==> src/rtl/id_stage.sv <==
// Instruction-decode stage: register file with write-through bypass,
// instruction decode, branch/jump resolution, hazard detection and the
// ID/EX pipeline register. Fetch is redirected and stalled combinationally.
module id_stage (
  input  logic        clock,
  input  logic        reset,
  input  logic [31:0] if_id_nextpc,
  input  logic [31:0] if_id_instruc,
  output logic        id_stall,
  output logic        id_if_selpcsource,
  output logic [1:0]  id_if_selpctype,
  output logic [31:0] id_if_rega,
  output logic [31:0] id_if_pcimd2ext,
  output logic [31:0] id_if_pcindex,
  input  logic        mem_wb_writereg,
  input  logic [4:0]  mem_wb_regdest,
  input  logic [31:0] mem_wb_writedata,
  output logic [31:0] id_ex_rega,
  output logic [31:0] id_ex_regb,
  output logic [31:0] id_ex_imedext,
  output logic [2:0]  id_ex_aluop,
  output logic        id_ex_alusrc,
  output logic        id_ex_memread,
  output logic        id_ex_memwrite,
  output logic        id_ex_writereg,
  output logic [4:0]  id_ex_regdest
);

  localparam logic [5:0] OP_RTYPE = 6'b000000;
  localparam logic [5:0] OP_ADDI  = 6'b001000;
  localparam logic [5:0] OP_LW    = 6'b100011;
  localparam logic [5:0] OP_SW    = 6'b101011;
  localparam logic [5:0] OP_BEQ   = 6'b000100;
  localparam logic [5:0] OP_BNE   = 6'b000101;
  localparam logic [5:0] OP_J     = 6'b000010;

  localparam logic [2:0] ALU_ADD = 3'b000;
  localparam logic [2:0] ALU_SUB = 3'b001;
  localparam logic [2:0] ALU_AND = 3'b010;
  localparam logic [2:0] ALU_OR  = 3'b011;
  localparam logic [2:0] ALU_SLT = 3'b100;

  function automatic logic signed [31:0] sign_ext16(input logic [15:0] v);
    return {{16{v[15]}}, v};
  endfunction

  logic [31:0]        regs [32];
  logic               squash;

  logic [5:0]         opcode_p0, funct_p0;
  logic [4:0]         rs_p0, rt_p0, rd_p0;
  logic signed [31:0] imm_sext_p0;
  logic [31:0]        rs_val_p0, rt_val_p0;

  logic               writereg_p0, memread_p0, memwrite_p0, alusrc_p0;
  logic [2:0]         aluop_p0;
  logic [4:0]         regdest_p0;
  logic               use_rs_p0, use_rt_p0;
  logic               is_cmp_p0, is_jr_p0, is_j_p0, is_undef_p0, taken_p0;
  logic               hazard_p0, bubble_p0;

  assign opcode_p0   = if_id_instruc[31:26];
  assign rs_p0       = if_id_instruc[25:21];
  assign rt_p0       = if_id_instruc[20:16];
  assign rd_p0       = if_id_instruc[15:11];
  assign funct_p0    = if_id_instruc[5:0];
  assign imm_sext_p0 = sign_ext16(if_id_instruc[15:0]);

  // Register reads with same-cycle writeback forwarding; r0 is hardwired zero
  always_comb begin
    rs_val_p0 = regs[rs_p0];
    rt_val_p0 = regs[rt_p0];
    if (mem_wb_writereg && (mem_wb_regdest == rs_p0)) rs_val_p0 = mem_wb_writedata;
    if (mem_wb_writereg && (mem_wb_regdest == rt_p0)) rt_val_p0 = mem_wb_writedata;
    if (rs_p0 == 5'd0) rs_val_p0 = '0;
    if (rt_p0 == 5'd0) rt_val_p0 = '0;
  end

  // Decode opcode/funct into EX controls, source usage and control-flow kind
  always_comb begin
    writereg_p0 = 1'b0;
    memread_p0  = 1'b0;
    memwrite_p0 = 1'b0;
    alusrc_p0   = 1'b0;
    aluop_p0    = ALU_ADD;
    regdest_p0  = 5'd0;
    use_rs_p0   = 1'b0;
    use_rt_p0   = 1'b0;
    is_cmp_p0   = 1'b0;
    is_jr_p0    = 1'b0;
    is_j_p0     = 1'b0;
    is_undef_p0 = 1'b0;
    case (opcode_p0)
      OP_RTYPE: begin
        case (funct_p0)
          6'b100000, 6'b100010, 6'b100100, 6'b100101, 6'b101010: begin
            writereg_p0 = 1'b1;
            regdest_p0  = rd_p0;
            use_rs_p0   = 1'b1;
            use_rt_p0   = 1'b1;
            case (funct_p0)
              6'b100010: aluop_p0 = ALU_SUB;
              6'b100100: aluop_p0 = ALU_AND;
              6'b100101: aluop_p0 = ALU_OR;
              6'b101010: aluop_p0 = ALU_SLT;
              default:   aluop_p0 = ALU_ADD;
            endcase
          end
          6'b001000: begin
            is_jr_p0  = 1'b1;
            use_rs_p0 = 1'b1;
          end
          6'b000000: ;
          default:   is_undef_p0 = 1'b1;
        endcase
      end
      OP_ADDI: begin
        writereg_p0 = 1'b1;
        alusrc_p0   = 1'b1;
        regdest_p0  = rt_p0;
        use_rs_p0   = 1'b1;
      end
      OP_LW: begin
        writereg_p0 = 1'b1;
        memread_p0  = 1'b1;
        alusrc_p0   = 1'b1;
        regdest_p0  = rt_p0;
        use_rs_p0   = 1'b1;
      end
      OP_SW: begin
        memwrite_p0 = 1'b1;
        alusrc_p0   = 1'b1;
        use_rs_p0   = 1'b1;
        use_rt_p0   = 1'b1;
      end
      OP_BEQ, OP_BNE: begin
        is_cmp_p0 = 1'b1;
        use_rs_p0 = 1'b1;
        use_rt_p0 = 1'b1;
      end
      OP_J:    is_j_p0 = 1'b1;
      default: is_undef_p0 = 1'b1;
    endcase
  end

  assign taken_p0 = is_cmp_p0 &&
                    ((opcode_p0 == OP_BEQ) ? (rs_val_p0 == rt_val_p0) : (rs_val_p0 != rt_val_p0));

  // Load-use and branch-operand hazards against the instruction now in EX
  always_comb begin
    hazard_p0 = 1'b0;
    if ((id_ex_regdest != 5'd0) &&
        ((use_rs_p0 && (rs_p0 == id_ex_regdest)) || (use_rt_p0 && (rt_p0 == id_ex_regdest)))) begin
      if (id_ex_memread) hazard_p0 = 1'b1;
      if ((is_cmp_p0 || is_jr_p0) && id_ex_writereg) hazard_p0 = 1'b1;
    end
  end

  // A squashed slot carries no hazards, so squash overrides the stall
  assign id_stall  = hazard_p0 && !squash;
  assign bubble_p0 = hazard_p0 || squash;

  assign id_if_selpcsource = !bubble_p0 && (taken_p0 || is_jr_p0 || is_j_p0 || is_undef_p0);
  assign id_if_selpctype   = is_undef_p0 ? 2'b11 :
                             is_j_p0     ? 2'b10 :
                             is_jr_p0    ? 2'b01 : 2'b00;
  assign id_if_rega        = rs_val_p0;
  assign id_if_pcimd2ext   = if_id_nextpc + {imm_sext_p0[29:0], 2'b00};
  assign id_if_pcindex     = {if_id_nextpc[31:28], if_id_instruc[25:0], 2'b00};

  // Register file write port; r0 is never written
  always_ff @(posedge clock or negedge reset) begin
    if (!reset) begin
      for (int i = 0; i < 32; i++) regs[i] <= '0;
    end else if (mem_wb_writereg && (mem_wb_regdest != 5'd0)) begin
      regs[mem_wb_regdest] <= mem_wb_writedata;
    end
  end

  // Squash flag: set by an accepted undefined instruction, consumed by the next slot
  always_ff @(posedge clock or negedge reset) begin
    if (!reset)              squash <= 1'b0;
    else if (squash)         squash <= 1'b0;
    else if (!id_stall && is_undef_p0) squash <= 1'b1;
  end

  // ID/EX pipeline register: decoded instruction, or a bubble on stall/squash
  always_ff @(posedge clock or negedge reset) begin
    if (!reset) begin
      id_ex_rega     <= '0;
      id_ex_regb     <= '0;
      id_ex_imedext  <= '0;
      id_ex_aluop    <= ALU_ADD;
      id_ex_alusrc   <= 1'b0;
      id_ex_memread  <= 1'b0;
      id_ex_memwrite <= 1'b0;
      id_ex_writereg <= 1'b0;
      id_ex_regdest  <= 5'd0;
    end else begin
      id_ex_rega    <= rs_val_p0;
      id_ex_regb    <= rt_val_p0;
      id_ex_imedext <= imm_sext_p0;
      if (bubble_p0) begin
        id_ex_aluop    <= ALU_ADD;
        id_ex_alusrc   <= 1'b0;
        id_ex_memread  <= 1'b0;
        id_ex_memwrite <= 1'b0;
        id_ex_writereg <= 1'b0;
        id_ex_regdest  <= 5'd0;
      end else begin
        id_ex_aluop    <= aluop_p0;
        id_ex_alusrc   <= alusrc_p0;
        id_ex_memread  <= memread_p0;
        id_ex_memwrite <= memwrite_p0;
        id_ex_writereg <= writereg_p0;
        id_ex_regdest  <= regdest_p0;
      end
    end
  end

endmodule

==> config.mk <==
export PLATFORM = sky130hd
export DESIGN_NAME = id_stage
export DESIGN_NICKNAME = d
export VERILOG_FILES = /design/src/rtl/id_stage.sv
export SDC_FILE = /design/constraint.sdc
export NUM_CORES = 2
export LEC_CHECK = 0
export CORE_MARGIN = 10
export CORE_UTILIZATION = 30
export DETAILED_ROUTE_END_ITERATION = 12
export REMOVE_ABC_BUFFERS = 1
export SETUP_SLACK_MARGIN = 0.5
export SYNTH_ARGS = -nofsm -noshare
export SYNTH_HDL_FRONTEND = slang
export SYNTH_SLANG_ARGS = --single-unit
==> constraint.sdc <==
create_clock -name clock -period 8 [get_ports clock]
set_input_delay 1.2 -clock clock [delete_from_list [all_inputs] [get_ports clock]]
set_output_delay 1.2 -clock clock [all_outputs]
set_load 0.005 [all_outputs]
# Yosys cells after proc, flatten, opt, wreduce, memory -nomap -nowiden
# Cells that the tools add are included.
# word_totals
reg_bits	1117
inputBits	104
out_inout_bits	208
word_cells	151
# op_classes
n_addsub	1
n_lt_le_gt_ge	4
eq_ne	18
muxes	47
n_bitwise	3
reduce_logical	36
# ops
operator	n
bitwise mux 1024 bit	1
binary-select mux 32 bit (select 5 bit)	2
two-way mux 32 bit	9
demux 32 bit (select 5 bit)	1
equality test 6 bit, second input constant	7
adder 32 bit	1
equality test 32 bit	1
inequality test 32 bit	1
two-way mux 1 bit	21
equality test 5 bit	4
>= comparator 6 bit, second input constant	3
inverter 5 -> 6 bit	3
equality test 6 x 3 -> 1 bit, second input constant	2
equality test 6 x 4 -> 1 bit, second input constant	2
logical AND 1 bit	12
logical NOT 6 bit	2
one-hot mux 3 bit (4 select lines)	1
OR reduction 6 bit	2
logical NOT 5 bit	2
two-way mux 5 bit	2
one-hot mux 5 bit (2 select lines)	1
nonzero test 5 bit	2
OR reduction 5 bit	2
two-way mux 3 bit	3
other kinds (9)	22

# Longest topological paths before layout
# depth
word_depth	13
mapped_depth	18
ltp_nobuf	15

# Worst setup path after synthesis
# No wires, ideal clock.
# synth_timing
kind	input port to output port
start	input if_id_instruc[22]
end	output id_if_selpcsource
arrival_ps	4100
t_required_ps	6800
setup_slack_ps	2700
stages	15
path_buffers	4
path_cell_list	buf_2 -> buf_4 -> clkbuf_1 -> clkbuf_1 -> mux4_2 -> a22oi_1 -> nand3_1 -> a22o_1 -> xor2_1 -> nor4_1 -> nand3_1 -> nor4_1 -> nand4b_1 -> mux2i_1 -> nand2_1
# synth_between
elab_chain_len	13
elab_cells_between_ends	24
classes_between	4 x eq/ne; 7 x mux; 1 x bitwise; 12 x reduce/logical
# synth_lines
item	line	text
start: declaration	8	input logic [31:0] if_id_instruc,
inverter 5 -> 6 bit (not written as such)	71	rs_val_p0 = regs[rs_p0];
binary-select mux 32 bit (select 5 bit)	71	
two-way mux 32 bit (not written as such) (2 in a row)	71	
two-way mux 32 bit	73	if (mem_wb_writereg && (mem_wb_regdest == rs_p0)) rs_val_p0 = mem_wb_writedata;
two-way mux 32 bit *	75	if (rs_p0 == 5'd0) rs_val_p0 = '0;
net id_if_rega[0]	12	output logic [31:0] id_if_rega,
inequality test 32 bit / equality test 32 bit (equally long branches)	147	((opcode_p0 == OP_BEQ) ? (rs_val_p0 == rt_val_p0) : (rs_val_p0 != rt_val_p0));
two-way mux 1 bit *	147	
logical AND 1 bit *	146	assign taken_p0 = is_cmp_p0 &&
logical OR 1 bit * (3 in a row)	163	assign id_if_selpcsource = !bubble_p0 && (taken_p0 || is_jr_p0 || is_j_p0 || is_undef_p0);
logical AND 1 bit *	163	
end: declaration	10	output logic id_if_selpcsource,
# The timed path passes the listed nets; every way through them passes the cells marked *. The select of a mux whose other input is x is not followed.

# Worst setup path in the final report
# layout_timing
start	input if_id_instruc[20]
end	output id_if_selpcsource
# layout_between
elab_chain_len	13
elab_cells_between_ends	24
classes_between	4 x eq/ne; 7 x mux; 1 x bitwise; 12 x reduce/logical
# layout_lines
item	line	text
inverter 5 -> 6 bit (not written as such)	72	rt_val_p0 = regs[rt_p0];
binary-select mux 32 bit (select 5 bit)	72	
two-way mux 32 bit (not written as such) (2 in a row)	72	
two-way mux 32 bit	74	if (mem_wb_writereg && (mem_wb_regdest == rt_p0)) rt_val_p0 = mem_wb_writedata;
two-way mux 32 bit *	76	if (rt_p0 == 5'd0) rt_val_p0 = '0;
net rt_val_p0[0]	53	logic [31:0] rs_val_p0, rt_val_p0;
inequality test 32 bit / equality test 32 bit (equally long branches)	147	
two-way mux 1 bit *	147	
logical AND 1 bit *	146	
logical OR 1 bit * (3 in a row)	163	
logical AND 1 bit *	163	
# Marked as above.

==> impl.org <==
** Critical path
- Sum of buffers and inverters on the critical path :: 4
- At the worst endpoint, the required time is slightly below 7 ns.
- STA classifies the critical path startpoint as a primary input.
- Arrival time at the worst endpoint :: 6.17 ns
- Cells along the critical path :: buf_2 -> nor2b_2 -> buf_4 -> a22oi_1 -> nand2_1 -> a22oi_1 -> o21ai_1 -> xor2_1 -> nor4_2 -> buf_4 -> nand3_1 -> nor4_1 -> nand4b_1 -> mux2i_1 -> nand2_1 -> clkdlybuf4s50_1
- In this design, the stage delay of the slowest critical-path cell is 0.89 ns.
- For this design, the slowest cell found on the critical path is nor2b_2.
- Family of cells with the greatest summed delay on the critical path :: simple AND/OR/NAND/NOR gates
- R2R depth :: 5
- Along the worst path, the maximum fanout reaches 13.
- STA classifies the critical path endpoint as an output pin.
- Critical Setup Path Class :: primary input to output pin
- The critical path crosses 16 cells after its start point.

** Synth
- Count of flip-flops with a built-in enable after synthesis :: 0
- Cell area after technology mapping :: around 0.06 mm^2
- Portion of the post-synthesis area used by sequential elements :: 46.4%
- Syn Inst Count :: approximately 4200
- Warnings from Yosys :: 0
- Count of cell types in the netlist :: 78
- Ys async rst share :: 100%
- In the synthesized netlist the dominant register cell turns out to be dfrtp_1.
- Flops & latches, synth :: 1117
- Syn avg cell area :: 14.5 um^2

** Cells and area
- Cells fill between 30 and 40% of the core in the end.
- The finished layout holds 7102 standard cells, fillers aside.
- Final net count :: 4467
- Layout overhead on the synthesized area :: 17.5%
- Ratio of cells with drive above 1 in the final layout :: 44.8%

** Detailed routing
- Drt first-iter violations :: 3850
- In the routed layout, each cell is associated on average with a via count of 5.74.
- Dividing the detail-routed wire length by the instance count gives 31.0 um.
- Vias after detailed routing :: approximately 41000
- For this run, design rule violations remaining after detail routing come to 0.
- The final layout contains routed wiring with a total length of around 220000 um.
- Highest signal layer in the routed design :: met5
- Summed over all nets, wire length on met3 after detailed routing comes to roughly 19000 um.
- In this run the remaining antenna-violating nets after routing total 0.
- The routed design uses 101000 um of met2 wire.
- The pre-antenna-repair detailed-routing pass consisted of 5 iterations.
- The detailed router put a total of 89900 um of wire on met1.

** Timing
- Final number of max-transition violations :: 0
- Minimum setup slack in the final design :: 0.627 ns
- Final worst-path cycle share :: 92.2%
- Summed negative setup slack over all endpoints :: 0 ns
- Transition time of the tightest slew-check pin :: 1.29 ns
- Setup Viol. Count Final :: 0
- Worst slew margin relative to its limit :: 13.4%
- Final hold violation count :: 0
- The worst path in the final design needs a cycle of roughly 7.4 ns, including I/O delays and setup.
- Setup repair after global routing missed its margin :: false
- Timing would allow up to 136 MHz.
- Worst-case clock skew :: 0.0373 ns
- Hold timing on the final database bottoms out at a slack of 0.393 ns.

** Die
- I/O pin count :: 312
- Area enclosed by the die boundary :: 0.219 mm^2
- Die extent in x :: 468 um
- Effective utilization at floorplan :: 30.2%
- In this run the standard cell core region covers 0.200 mm^2.
- Vertical die dimension :: 468 um
- The initialized floorplan defines between 150 and 200 standard-cell rows.

** CTS
- In this run, post-CTS hold repair placed 0 buffers.
- The clock net in this run drives a total of 1117 sinks.
- The clock reaches the later pin of the worst-skew pair after 0.81 ns.
- The H-tree was split into 4 levels.
- After clock tree synthesis, the clock-pin slew on the worst setup and hold paths is 0.05 ns.
- Clock tree from TritonCTS :: built
- In this run the deepest clock path goes through 3 buffers.
- Clock tree synthesis inserted a total of approximately 130 buffers.
- Master cell of the clock root buffer :: clkbuf_16

** Outcome
- Outcome :: completed

** Power and ir drop
- The clock network burns approximately 35% of the power.
- Dividing total power by cell area gives a power density of between 200 and 250 mW/mm^2.
- Combinational cell fraction of total power :: between 20% and 30%
- In this run, flip-flops and latches consume 42.4% of the power.
- Psw :: roughly 5100 uW
- Internal power contribution :: around 13000 uW
- In this run switching power makes up 28.6% of total power.
- Leak Pwr :: 0.0299 uW
- VDD IR max :: roughly 0.24 mV

** Global routing
- After global routing the overflow that remains totals 0.
- Entering global routing, the biggest net connects 185 pins.
- Initial antenna violation count :: 20
- Overall global routing resource usage :: between 10% and 20%
- The via count of the first global-routing pass is 41700.
- The first global-routing pass estimated 315000 um of wire.

** Worst hold path
- The path class of the tightest hold or removal check is register to register.
- The worst hold path was traced through 0 stages.

** Flow run
- Number of maximum-capacitance constraint violations :: 0

** Placed design
- In this run, placement finished with an instance count of 6848.
- Timing analysis after detailed placement gives a worst setup slack of 0.351 ns.
- At the end of routability-driven placement, the weighted congestion stood at approximately 0.85.
- The wire-length estimate of the detail-placed layout is approximately 140000 um.
- In this run the tool buffered the top-level ports with 305 buffer cells.
## worst register-to-register path: cells and delay by family, from the launching register on
kind	cells	cell delay [ns]
buffers and inverters	1	0.22
muxes	2	0.80
DFF	1	0.39
AOI/OAI and AO/OA	2	0.78
## synthesized netlist by cell type, drive strengths merged, types with 17 or more instances
library cell / n / area (um^2)
a221oi: 39 / 360
clkbuf: 253 / 950
nor2b: 17 / 106
nor2: 81 / 304
o21ai: 68 / 340
nand3: 34 / 170
nor3: 30 / 150
buf: 222 / 1570
xnor2: 43 / 377
nand2: 116 / 435
a21oi: 71 / 355
mux2: 1013 / 11400
mux2i: 150 / 1500
dfrtp: 1117 / 28000
mux4: 489 / 11000
inv: 29 / 109
o221ai: 26 / 228
ha: 29 / 363
a22o: 20 / 175
xor2: 23 / 201
a22oi: 76 / 571
## logic make-up after synthesis
kind of cell / after synthesis / synth area share, %
compound gates: 421 / 4.99
xor+xnor: 66 / 0.959
fa+ha+maj: 30 / 0.635
buf+inv: 504 / 4.36
flops: 1117 / 46.4
mux: 1652 / 39.7
other cells: 1 / 0.00622
simple gates: 364 / 2.93
## layout by cell type, fill, tap and decap left out, drive strengths merged, types with 68 or more instances in the layout
master,count
o21ai,68
buf,221
a22oi,76
mux2i,150
mux4,489
nand2,116
dfrtp,1117
a21oi,71
clkbuf,200
clkdlybuf4s50,295
nor2,81
mux2,1013
## path summary, 6_finish.rpt
path                                         from                 to  slack (ns)
max in group asynchronous                   reset         regs[1001]        5.60
worst min register to register         regs[1017]         regs[1017]        0.39
worst max-delay path            if_id_instruc[20]  id_if_selpcsource        0.63
min in group asynchronous                   reset     id_ex_aluop[0]        0.41
worst max register to register          regs[671]     id_ex_rega[31]        5.63
worst min-delay path                   regs[1017]         regs[1017]        0.39
## state kept, by name, summed over array words and instances, names as in the netlist
signal and count:
id_ex_aluop 3, id_ex_alusrc 1, id_ex_imedext 16, id_ex_memread 1, id_ex_memwrite 1, id_ex_rega 32
id_ex_regb 32, id_ex_regdest 5, id_ex_writereg 1, regs 1024, squash 1
## what timing repair did
| item | in CTS | in global routing |
|---|---|---|
| endpoints found under the setup margin | 1 | 1 |
| gates resized for setup | 3 | 6 |
| buffers inserted | 0 | 4 |
| pin swaps | 0 | 1 |
## layer usage
layer | up-vias | GRT usage, %
met4 | 16 | 8.91
met5 | - | 0
met3 | 500 | 5.00
met1 | 22000 | 25.7
met2 | 1935 | 30.6
li1 | 16300 | -
## power by group through the flow
stage	Clock [uW]	Combinational, uW	Sequential [uW]
after global routing	6590	4190	7620
final	6260	3940	7490
after global placement	0	3870	7490
after floorplan	0	2400	7270
after detailed placement	0	3930	7560
after CTS	6360	3940	7470
## cell type report
type | instances | area [um^2]
Fill cell | 19100 | 129000
Multi-Input combinational cell | 2535 | 30000
Sequential cell | 1117 | 28000
Timing Repair Buffer | 516 | 5000
Clock buffer | 200 | 3900
Tap cell | 2656 | 3320
Clock inverter | 42 | 581
Inverter | 29 | 109
Antenna cell | 7 | 17.5
## stage by stage
step,total power [uW],instance area [um^2]
finish,17700,70800
global route,18400,70800
CTS,17800,70800
detailed placement,11500,66200
global placement,11400,66200
floorplan,9670,57700
Note: power is estimated with default switching activity, not from simulation.
